**src/rtl/dpram_b_loader_pkg.sv**
```systemverilog
// dpram_b_loader_pkg: sequencer states, watchdog length and FIFO entry layout for dpram_b_loader
package dpram_b_loader_pkg;
  localparam int ACK_TIMEOUT = 4;
  localparam int ENTRY_ADDR_W = 14;
  localparam int ENTRY_DATA_W = 8;
  typedef enum logic [2:0] {IDLE, WRITE, RD_REQ, RD_WAIT, FINISH} loader_state_t;
  typedef struct packed {
    logic [ENTRY_ADDR_W-1:0] addr;
    logic [ENTRY_DATA_W-1:0] data;
  } fifo_entry_t;
endpackage

```
**src/rtl/dpram_b_loader_sync_fifo.sv**
```systemverilog
// sync_fifo: small first-word-fall-through FIFO with full/empty flags and same-cycle push/pop
module sync_fifo #(
  parameter int W = 22,
  parameter int LG2 = 2
) (
  input  logic         clk,
  input  logic         reset_n,
  input  logic         push,
  input  logic [W-1:0] din,
  input  logic         pop,
  output logic [W-1:0] dout,
  output logic         full,
  output logic         empty
);
  logic [W-1:0] mem [2**LG2];
  logic [LG2-1:0] wp, rp;
  logic [LG2:0] cnt;
  logic do_push, do_pop;
  assign full = cnt == (LG2+1)'(2**LG2);
  assign empty = cnt == '0;
  assign dout = mem[rp];
  assign do_push = push && !full;
  assign do_pop = pop && !empty;
  always_ff @(posedge clk or negedge reset_n)
    if (!reset_n) begin
      wp <= '0;
      rp <= '0;
      cnt <= '0;
    end else begin
      wp <= do_push ? wp + 1'b1 : wp;
      rp <= do_pop ? rp + 1'b1 : rp;
      cnt <= cnt + (LG2+1)'(do_push) - (LG2+1)'(do_pop);
    end
  always_ff @(posedge clk)
    if (do_push) mem[wp] <= din;
endmodule

```
**src/rtl/dpram_b_loader.sv**
```systemverilog
// dpram_b_loader: drains the ioctl download into dpram port B through a FIFO; DPRAM_B_LOADER_VERIFY_EN adds readback verify
module dpram_b_loader
  import dpram_b_loader_pkg::*;
#(
  parameter int ADDR_W = 14,
  parameter int DATA_W = 8,
  parameter int FIFO_LG2 = 2
) (
  input  logic              clk_sys,
  input  logic              reset_n,
  input  logic              ioctl_download,
  input  logic              ioctl_wr,
  input  logic [26:0]       ioctl_addr,
  input  logic [DATA_W-1:0] ioctl_dout,
  output logic              ioctl_wait,
  output logic              ram_cs_b,
  output logic              ram_we_b,
  output logic [ADDR_W-1:0] ram_ad_b,
  output logic [DATA_W-1:0] ram_d_b,
  input  logic              b_ack,
  input  logic [DATA_W-1:0] ram_q_b,
  output logic              busy,
  output logic              load_done,
  output logic [ADDR_W:0]   byte_count,
  output logic              overflow,
  output logic              verify_err
);
  localparam int EW = ADDR_W + DATA_W;
  localparam logic [ADDR_W:0] BC_MAX = {1'b1, {ADDR_W{1'b0}}};
  loader_state_t state, state_n;
  logic dl_q, pend_fall, clr_pend, full, empty, push, pop, in_range, rise, clr;
  logic [EW-1:0] fifo_q;
  logic [ADDR_W-1:0] hold_a;
  logic [DATA_W-1:0] hold_d;
  assign in_range = ioctl_addr[26:ADDR_W] == '0;
  assign push = ioctl_wr && in_range && !full;
  assign pop = state == IDLE && !empty;
  assign rise = ioctl_download && !dl_q;
  // a restart seen during FINISH clears the counters only once the pulse is out
  assign clr = (rise || clr_pend) && state != FINISH;
  assign ioctl_wait = full;
  assign busy = ioctl_download || !empty || state != IDLE;
  assign ram_ad_b = hold_a;
  assign ram_d_b = hold_d;
  sync_fifo #(.W(EW), .LG2(FIFO_LG2)) u_fifo (
    .clk(clk_sys),
    .reset_n(reset_n),
    .push(push),
    .din({ioctl_addr[ADDR_W-1:0], ioctl_dout}),
    .pop(pop),
    .dout(fifo_q),
    .full(full),
    .empty(empty)
  );
`ifdef DPRAM_B_LOADER_VERIFY_EN
  localparam int WD_W = $clog2(ACK_TIMEOUT);
  logic [WD_W-1:0] wd;
  logic to;
  assign to = wd == WD_W'(ACK_TIMEOUT - 1);
`endif
  always_ff @(posedge clk_sys or negedge reset_n)
    if (!reset_n) state <= IDLE;
    else state <= state_n;
  always_comb begin
    state_n = IDLE;
    case (state)
      IDLE: state_n = !empty ? WRITE : pend_fall ? FINISH : IDLE;
`ifdef DPRAM_B_LOADER_VERIFY_EN
      WRITE: state_n = RD_REQ;
      RD_REQ: state_n = RD_WAIT;
      RD_WAIT: state_n = (b_ack || to) ? IDLE : RD_WAIT;
`else
      WRITE: state_n = IDLE;
`endif
      default: state_n = IDLE;
    endcase
  end
  always_ff @(posedge clk_sys or negedge reset_n)
    if (!reset_n) begin
      dl_q <= 1'b0;
      pend_fall <= 1'b0;
      clr_pend <= 1'b0;
      ram_we_b <= 1'b0;
      ram_cs_b <= 1'b0;
      load_done <= 1'b0;
      hold_a <= '0;
      hold_d <= '0;
      byte_count <= '0;
      overflow <= 1'b0;
    end else begin
      dl_q <= ioctl_download;
      pend_fall <= (pend_fall || dl_q && !ioctl_download) && state_n != FINISH;
      clr_pend <= (rise || clr_pend) && state == FINISH;
      ram_we_b <= state_n == WRITE;
      ram_cs_b <= state_n == RD_REQ;
      load_done <= state_n == FINISH;
      {hold_a, hold_d} <= pop ? fifo_q : {hold_a, hold_d};
      byte_count <= clr ? '0 : (state == WRITE && byte_count != BC_MAX) ? byte_count + 1'b1 : byte_count;
      overflow <= overflow && !clr || ioctl_wr && (!in_range || full);
    end
`ifdef DPRAM_B_LOADER_VERIFY_EN
  always_ff @(posedge clk_sys or negedge reset_n)
    if (!reset_n) begin
      wd <= '0;
      verify_err <= 1'b0;
    end else begin
      wd <= state == RD_WAIT ? wd + 1'b1 : '0;
      verify_err <= verify_err && !clr || state == RD_WAIT && (b_ack ? ram_q_b != hold_d : to);
    end
`else
  logic unused;
  assign unused = &{1'b0, b_ack, ram_q_b};
  assign verify_err = 1'b0;
`endif
endmodule
```
**config.mk**
```make
export PLATFORM = sky130hd
export DESIGN_NAME = dpram_b_loader
export DESIGN_NICKNAME = d
export VERILOG_FILES = /design/src/rtl/dpram_b_loader_pkg.sv /design/src/rtl/dpram_b_loader_sync_fifo.sv /design/src/rtl/dpram_b_loader.sv
export SDC_FILE = /design/constraint.sdc
export NUM_CORES = 1
export LEC_CHECK = 0
export BUFFER_PORTS_ARGS = -buffer_cell sky130_fd_sc_hd__clkbuf_2
export CORE_MARGIN = 5
export CORE_UTILIZATION = 30
export DETAILED_ROUTE_END_ITERATION = 12
export HOLD_SLACK_MARGIN = 0.03
export SETUP_SLACK_MARGIN = 0.15
export SYNTH_ARGS = -nofsm -noshare
export SYNTH_HDL_FRONTEND = slang
export SYNTH_HIERARCHICAL = 1
export SYNTH_SLANG_ARGS = --single-unit
```
**constraint.sdc**
```tcl
create_clock -name clk_sys -period 3.4 [get_ports clk_sys]
set_clock_uncertainty 0.2 [all_clocks]
set_input_delay 0.51 -clock clk_sys [delete_from_list [all_inputs] [get_ports clk_sys]]
set_output_delay 0.51 -clock clk_sys [all_outputs]
set_load 0.01 [all_outputs]
```
# Yosys cells after proc, flatten, opt, wreduce, memory -nomap -nowiden

Memory sizes are Yosys's and may differ from the RTL's. A register that Yosys moved wholly into a read port is not among the register bits.
Index checks and enable logic that the tools add are counted.

Flip-flop bits (word level): 32
RAM bits: 88
Input port bits: 48
Output and inout bits: 44
Word-level logic and storage cells: 65
Memories: 1

Memory list:

| memory     | depth | bits a word | rd ports | clocked after Yosys merged registers in | wr ports | line                           | source |
|---|---|---|---|---|---|---|---|
| u_fifo.mem | 4     | 22          | 1        | 1                                       | 1        | dpram_b_loader_sync_fifo.sv:15 | `logic [W-1:0] mem [2**LG2];` |

Add/sub/neg operators: 5
Equal/unequal tests: 9
Multiplexer cells: 7
Reductions and logical operators: 31

Operator list:

| cell                                                             | count |
|---|---|
| 15-bit 2-to-1 mux                                                | 2 |
| 15-bit by 1-bit adder with 15-bit output (second input constant) | 1 |
| 15-bit inequality test (second input constant)                   | 1 |
| 1-bit logical AND                                                | 13 |
| 13-bit zero test                                                 | 1 |
| 3-bit == test (second input constant)                            | 3 |
| 3-bit 2-to-1 mux                                                 | 3 |
| 1-bit zero test                                                  | 7 |
| 3-bit by 1-bit == test with 1-bit output (second input constant) | 2 |
| 3-bit zero test                                                  | 2 |
| 1-bit logical OR                                                 | 6 |
| 3-bit inequality test (second input constant)                    | 2 |
| 2-bit by 1-bit adder with 2-bit output (second input constant)   | 2 |
| 3-bit by 1-bit adder with 3-bit output                           | 1 |
| 3-bit by 2-bit == test with 1-bit output (second input constant) | 1 |
| 3-bit nonzero test                                               | 1 |
| 3-bit by 1-bit subtractor with 3-bit output                      | 1 |
| 1-bit 2-to-1 mux                                                 | 2 |
| 2-bit nonzero test                                               | 1 |

# Logic depth before layout (Yosys ltp)

Depth in word-level cells: 7
Gate-level depth with buffers: 11
Mapped depth without buffers: 11

# By module

Netlist, hierarchy kept.

Modules (own cells, without submodules):

| module         | instances | cells each | area an instance (µm²) | seq. area each (µm²) |
|---|---|---|---|---|
| sync_fifo      | 1         | 156        | 3683.5                 | 2817.7 |
| dpram_b_loader | 1         | 168        | 2014.4                 | 1126.1 |

# Worst setup path after synthesis

OpenSTA, ideal clock, no wires.

Path type: register to register
From: register u_fifo.cnt[2]
To: register u_fifo.cnt[2]
Library setup time: 123 ps
Data arrival time: 2483 ps
Required time: 3077 ps
Path slack: 595 ps
Stages on the path, launching flop included: 12
Path buffers: 0
Period minus slack after synthesis: 2805 ps
Cell sequence: dfrtp_1 -> nor3b_4 -> nor4_1 -> nand4_1 -> nor2_1 -> nand2b_1 -> ha_1 -> inv_1 -> ha_1 -> fa_1 -> xnor2_1 -> xnor2_1

Word-level cells in the longest chain between the ends: 6
Elaborated cells on any way between the ends: 10
Classes of those cells: add/sub (2); eq/ne (1); reduce/logical (7)

Ends and longest elaborated chain:

| element                                     | line                           | source |
|---|---|---|
| start: declaration                          | dpram_b_loader_sync_fifo.sv:17 | `logic [LG2:0] cnt;` |
| start signal: assignment                    | dpram_b_loader_sync_fifo.sv:32 | `cnt <= cnt + (LG2+1)'(do_push) - (LG2+1)'(do_pop);` |
| 3-bit == test                               | dpram_b_loader_sync_fifo.sv:19 | `assign full = cnt == (LG2+1)'(2**LG2);` |
| net ioctl_wait                              | dpram_b_loader.sv:15           | `output logic ioctl_wait,` |
| 1-bit zero test                             | dpram_b_loader.sv:36           | `assign push = ioctl_wr && in_range && !full;` |
| 1-bit logical AND                           | dpram_b_loader.sv:36           |  |
| net push                                    | dpram_b_loader.sv:31           | `logic dl_q, pend_fall, clr_pend, full, empty, push, pop, in_range, rise, clr;` |
| 1-bit logical AND                           | dpram_b_loader_sync_fifo.sv:22 | `assign do_push = push && !full;` |
| 3-bit by 1-bit adder with 3-bit output      | dpram_b_loader_sync_fifo.sv:32 |  |
| 3-bit by 1-bit subtractor with 3-bit output | dpram_b_loader_sync_fifo.sv:32 |  |

The timed path passes the listed nets, and every way through them passes these cells.
A chain may end at the register's enable or synchronous reset.

# Worst setup path after layout

From: register u_fifo.cnt[2]
To: register u_fifo.cnt[2]

Word-level cells in the longest chain between the ends: 6
Elaborated cells on any way between the ends: 10
Classes of those cells: add/sub (2); eq/ne (1); reduce/logical (7)

Ends and longest elaborated chain:

| element                                     | line |
|---|---|
| 3-bit == test                               | dpram_b_loader_sync_fifo.sv:19 |
| 1-bit zero test                             | dpram_b_loader.sv:36 |
| 1-bit logical AND                           | dpram_b_loader.sv:36 |
| net push                                    | dpram_b_loader.sv:31 |
| 1-bit logical AND                           | dpram_b_loader_sync_fifo.sv:22 |
| 3-bit by 1-bit adder with 3-bit output      | dpram_b_loader_sync_fifo.sv:32 |
| 3-bit by 1-bit subtractor with 3-bit output | dpram_b_loader_sync_fifo.sv:32 |

The timed path passes the listed nets, and every way through them passes these cells.

==> metrics.md <==
| Metric | Value |
|---|---|
| Register area share after synthesis | `just under 70%` |
| Crit path max-delay family | `adder cells` |
| Pin count of the biggest net entering global routing | `25` |
| CTS tree | `done` |
| Via count | `3134` |
| Worst path max stage delay | `0.45 ns` |
| Post-CTS Resized | `0` |
| Clock buffer count from CTS | `17` |
| Site Rows | `50` |
| Ys Warns | `6` |
| HP Class | `primary input to flop` |
| Worst Setup SP | `u_fifo/cnt[2]` |
| Worst R2R Start | `u_fifo/cnt[2]` |
| CTS clk-pin slew, worst paths | `0.06 ns` |
| Crit-path max FO | `9` |
| First-pass GRT wire length | `between 15000 and 20000 um` |
| DPL Wire Length | `~7500 um` |
| Max-cap viol count | `0` |
| # clock sinks | `140` |
| Ant diodes | `0` |
| Arr. time, crit path | `3.05 ns` |
| Hold Fails Final Rpt | `0` |
| CP endpoint kind | `flop` |
| Gate power share | `24.9%` |
| Root Driver | `clkbuf_16` |
| Crit path cell chain | `nor3b_4 > nor4_1 > nand4_1 > nor2_1 > buf_4 > nand2b_1 > ha_1 > inv_1 > ha_1 > fa_1 > xnor2_1 > xnor2_1` |
| I/O Pins | `92` |
| DP Area | `0.00639 mm^2` |
| RSZ-0062 raised after global routing | `false` |
| Leakage | `2.75 nW` |
| Design area | `0.00696 mm^2` |
| Syn-to-layout area delta | `22.2%` |
| Slew Viols, Final | `0` |
| Initial antenna violation count | `1` |
| Min-delay src | `ioctl_addr[7]` |
| Die footprint | `0.0218 mm^2` |
| H-tree levels | `4` |
| Grt peak-use layer | `met2` |
| Vias in the first global route | `3415` |
| Worst Slack Setup Final | `0.485 ns` |
| Width of the chip | `148 um` |
| Setup TNS | `0 ns` |
| Routing usage on met3 | `roughly 3.9%` |
| Clock Power Share | `31.6%` |
| WP data required | `3.53 ns` |
| Cell-internal power | `around 3.8 mW` |
| Antenna-violating nets left | `0` |
| # nets final | `484` |
| CP Launch Type | `flop` |
| Layout cells sized above 1 | `39.1%` |
| Yosys reg bits | `140` |
| Relative slew slack | `a little over two fifths` |
| Pre-antenna DRT Iters | `4` |
| Slowest CP cell | `dfrtp_1` |
| Detailed Route WL | `11600 um` |
| Crit Path Category | `flop to flop` |
| DR iter-0 viols | `134` |
| Vias/cell | `4.65` |
| Total global-route track usage | `about 11%` |
| Mapped cell area | `between 0.005 and 0.006 mm^2` |
| Library cells used by synthesis | `44` |
| Placeable Area | `0.0187 mm^2` |
| Synth Instances | `about 320` |
| P_sw | `1.60 mW` |
| Fmax | `343 MHz` |
| # DRC | `0` |
| Period utilization | `85.7%` |
| Seq pwr share | `43.5%` |
| Worst slew pin tran | `0.853 ns` |
| Starting Density | `30.5%` |
| Pre-CTS setup slack | `roughly 0.50 ns` |
| Met1 usage | `13.1%` |
| Outcome | `finished, final reports clean` |
| Postcts setup bufs | `0` |
| Die Y-Extent | `148 um` |
| Fill count | `around 1700` |
| Maximum VDD drop | `391 uV` |
| Buffers on Ports | `80` |
| Placer congestion estimate | `0.809` |
| Max Root-Sink Buffers | `2` |
| Worst Path Buf+Inv | `2` |
| Global Route met2 Usage | `a little under a fifth` |
| Setup violations, final | `0` |
| Grt ovf | `0` |
| Minimum clock period | `2.92 ns` |
| Pwr Density | `769 mW/mm^2` |
| Skew-Pair Late Insertion Delay | `0.41 ns` |
| Mean Syn Cell Area | `17.6 um^2` |
| Switching share of power | `29.9%` |
| WHS | `0.106 ns` |
| DR WL/cell | `~17 um` |
[power groups by stage]
stage	logic (mW)	clock network [mW]	registers, mW
3_3_place_gp	1.33	0	2.37
3_5_place_dp	1.37	0	2.38
4_1_cts	1.38	1.74	2.34
6_report	1.33	1.69	2.33
2_1_floorplan	1.01	0	2.29
5_1_grt	1.48	1.81	2.38
[through the flow]
step,utilization [%],std cells,total power [mW]
global route,37.2,674,5.67
floorplan,-,325,3.29
global placement,34.2,640,3.70
finish,37.2,674,5.35
detailed placement,34.2,640,3.75
CTS,37.2,674,5.46
[routing by layer]
metal / wire (um) / part of all wire, %
met5: 7 / 0.061
met4: 174 / 1.5
met3: 626 / 5.4
met2: 5920 / 51
met1: 4830 / 42
[cells in the final DEF (no fill, tap or decap), drive strengths merged, types with 3 or more instances in the layout]
master / Yosys / final
nand2: 10 / 10
and3b: 4 / 4
mux2i: 3 / 3
nor3: 6 / 6
dfrtp: 52 / 52
nand2b: 8 / 8
nor2: 20 / 20
nand4: 5 / 5
and3: 3 / 3
clkbuf: 1 / 98
mux4: 22 / 22
nor4: 9 / 9
ha: 8 / 8
inv: 12 / 18
mux2: 22 / 22
edfxtp: 88 / 88
nand3: 6 / 6
buf: 9 / 11
clkinv: 0 / 6
xnor2: 12 / 12
[sequential cells by signal (all words and copies together) (netlist names)]
register,count
byte_count,15
clr_pend,1
dl_q,1
load_done,1
overflow,1
pend_fall,1
ram_ad_b,14
ram_d_b,8
ram_we_b,1
state,2
u_fifo/cnt,3
u_fifo/mem,88
u_fifo/rp,2
u_fifo/wp,2
[worst paths after layout]
path / endpoint / slack [ns] / cells past startpoint
min in group asynchronous: byte_count[6] / 0.47 / 2
max in group asynchronous: byte_count[12] / 1.80 / 3
setup reg to reg: u_fifo/cnt[2] / 0.48 / 12
hold / removal: u_fifo/mem[2][15] / 0.11 / 1
setup / recovery: u_fifo/cnt[2] / 0.48 / 12
hold reg to reg: overflow / 0.30 / 1
[synth_stat cells, drive strengths merged]
cell type | n | area, um^2
buf | 9 | 86.3
o311ai | 1 | 8.76
nand3 | 6 | 30.0
xor2 | 2 | 17.5
nor3 | 6 | 35.0
nor2b | 2 | 12.5
o211ai | 2 | 15.0
nand4bb | 2 | 22.5
dfrtp | 52 | 1300
nor4 | 9 | 87.6
o21ai | 2 | 10.0
nand4 | 5 | 46.3
mux2 | 22 | 248
nand2 | 10 | 37.5
and3b | 4 | 35.0
conb | 1 | 3.75
clkbuf | 1 | 3.75
ha | 8 | 100
a21oi | 2 | 10.0
fa | 1 | 20.0
xnor2 | 12 | 105
or3 | 1 | 6.26
o2bb2ai | 1 | 8.76
nor4b | 2 | 17.5
edfxtp | 88 | 2640
mux4 | 22 | 510
nand4b | 1 | 15.0
a22o | 1 | 8.76
inv | 12 | 45.0
o31ai | 1 | 7.51
mux2i | 3 | 30.0
nor3b | 1 | 18.8
o21a | 1 | 7.51
and3 | 3 | 18.8
nor2 | 20 | 75.1
nand2b | 8 | 50.1
[timing repair]
item                                    in CTS  in global routing
hold buffers                                 2                  0
endpoints found under the setup margin       0                  0
endpoints found under the hold margin       23                  0
[area by class of cell]
cell class	count	area (um^2)	area share (%)
Timing Repair Buffer	93	503	7.22
Sequential cell	140	3950	56.6
Tap cell	234	293	4.20
Clock buffer	18	439	6.31
Inverter	12	45.0	0.647
Clock inverter	14	110	1.58
Multi-Input combinational cell	163	1630	23.4
[logic make-up (layout without fill, tap and decap cells)]
group                      count (synthesis)  count (layout)  synth area share [%]
AOI/OAI and AO/OA                         11              11                  1.34
xor gates and xnor gates                  14              14                  2.15
adders and majority gates                  9               9                  2.11
buffers and inverters                     22             137                  2.37
DFF                                      140             140                  69.2
muxes                                     47              47                  13.8
other                                      1               2                0.0658
and+or+nand+nor                           80              80                  8.92
Power figures use the tool's default switching activity.
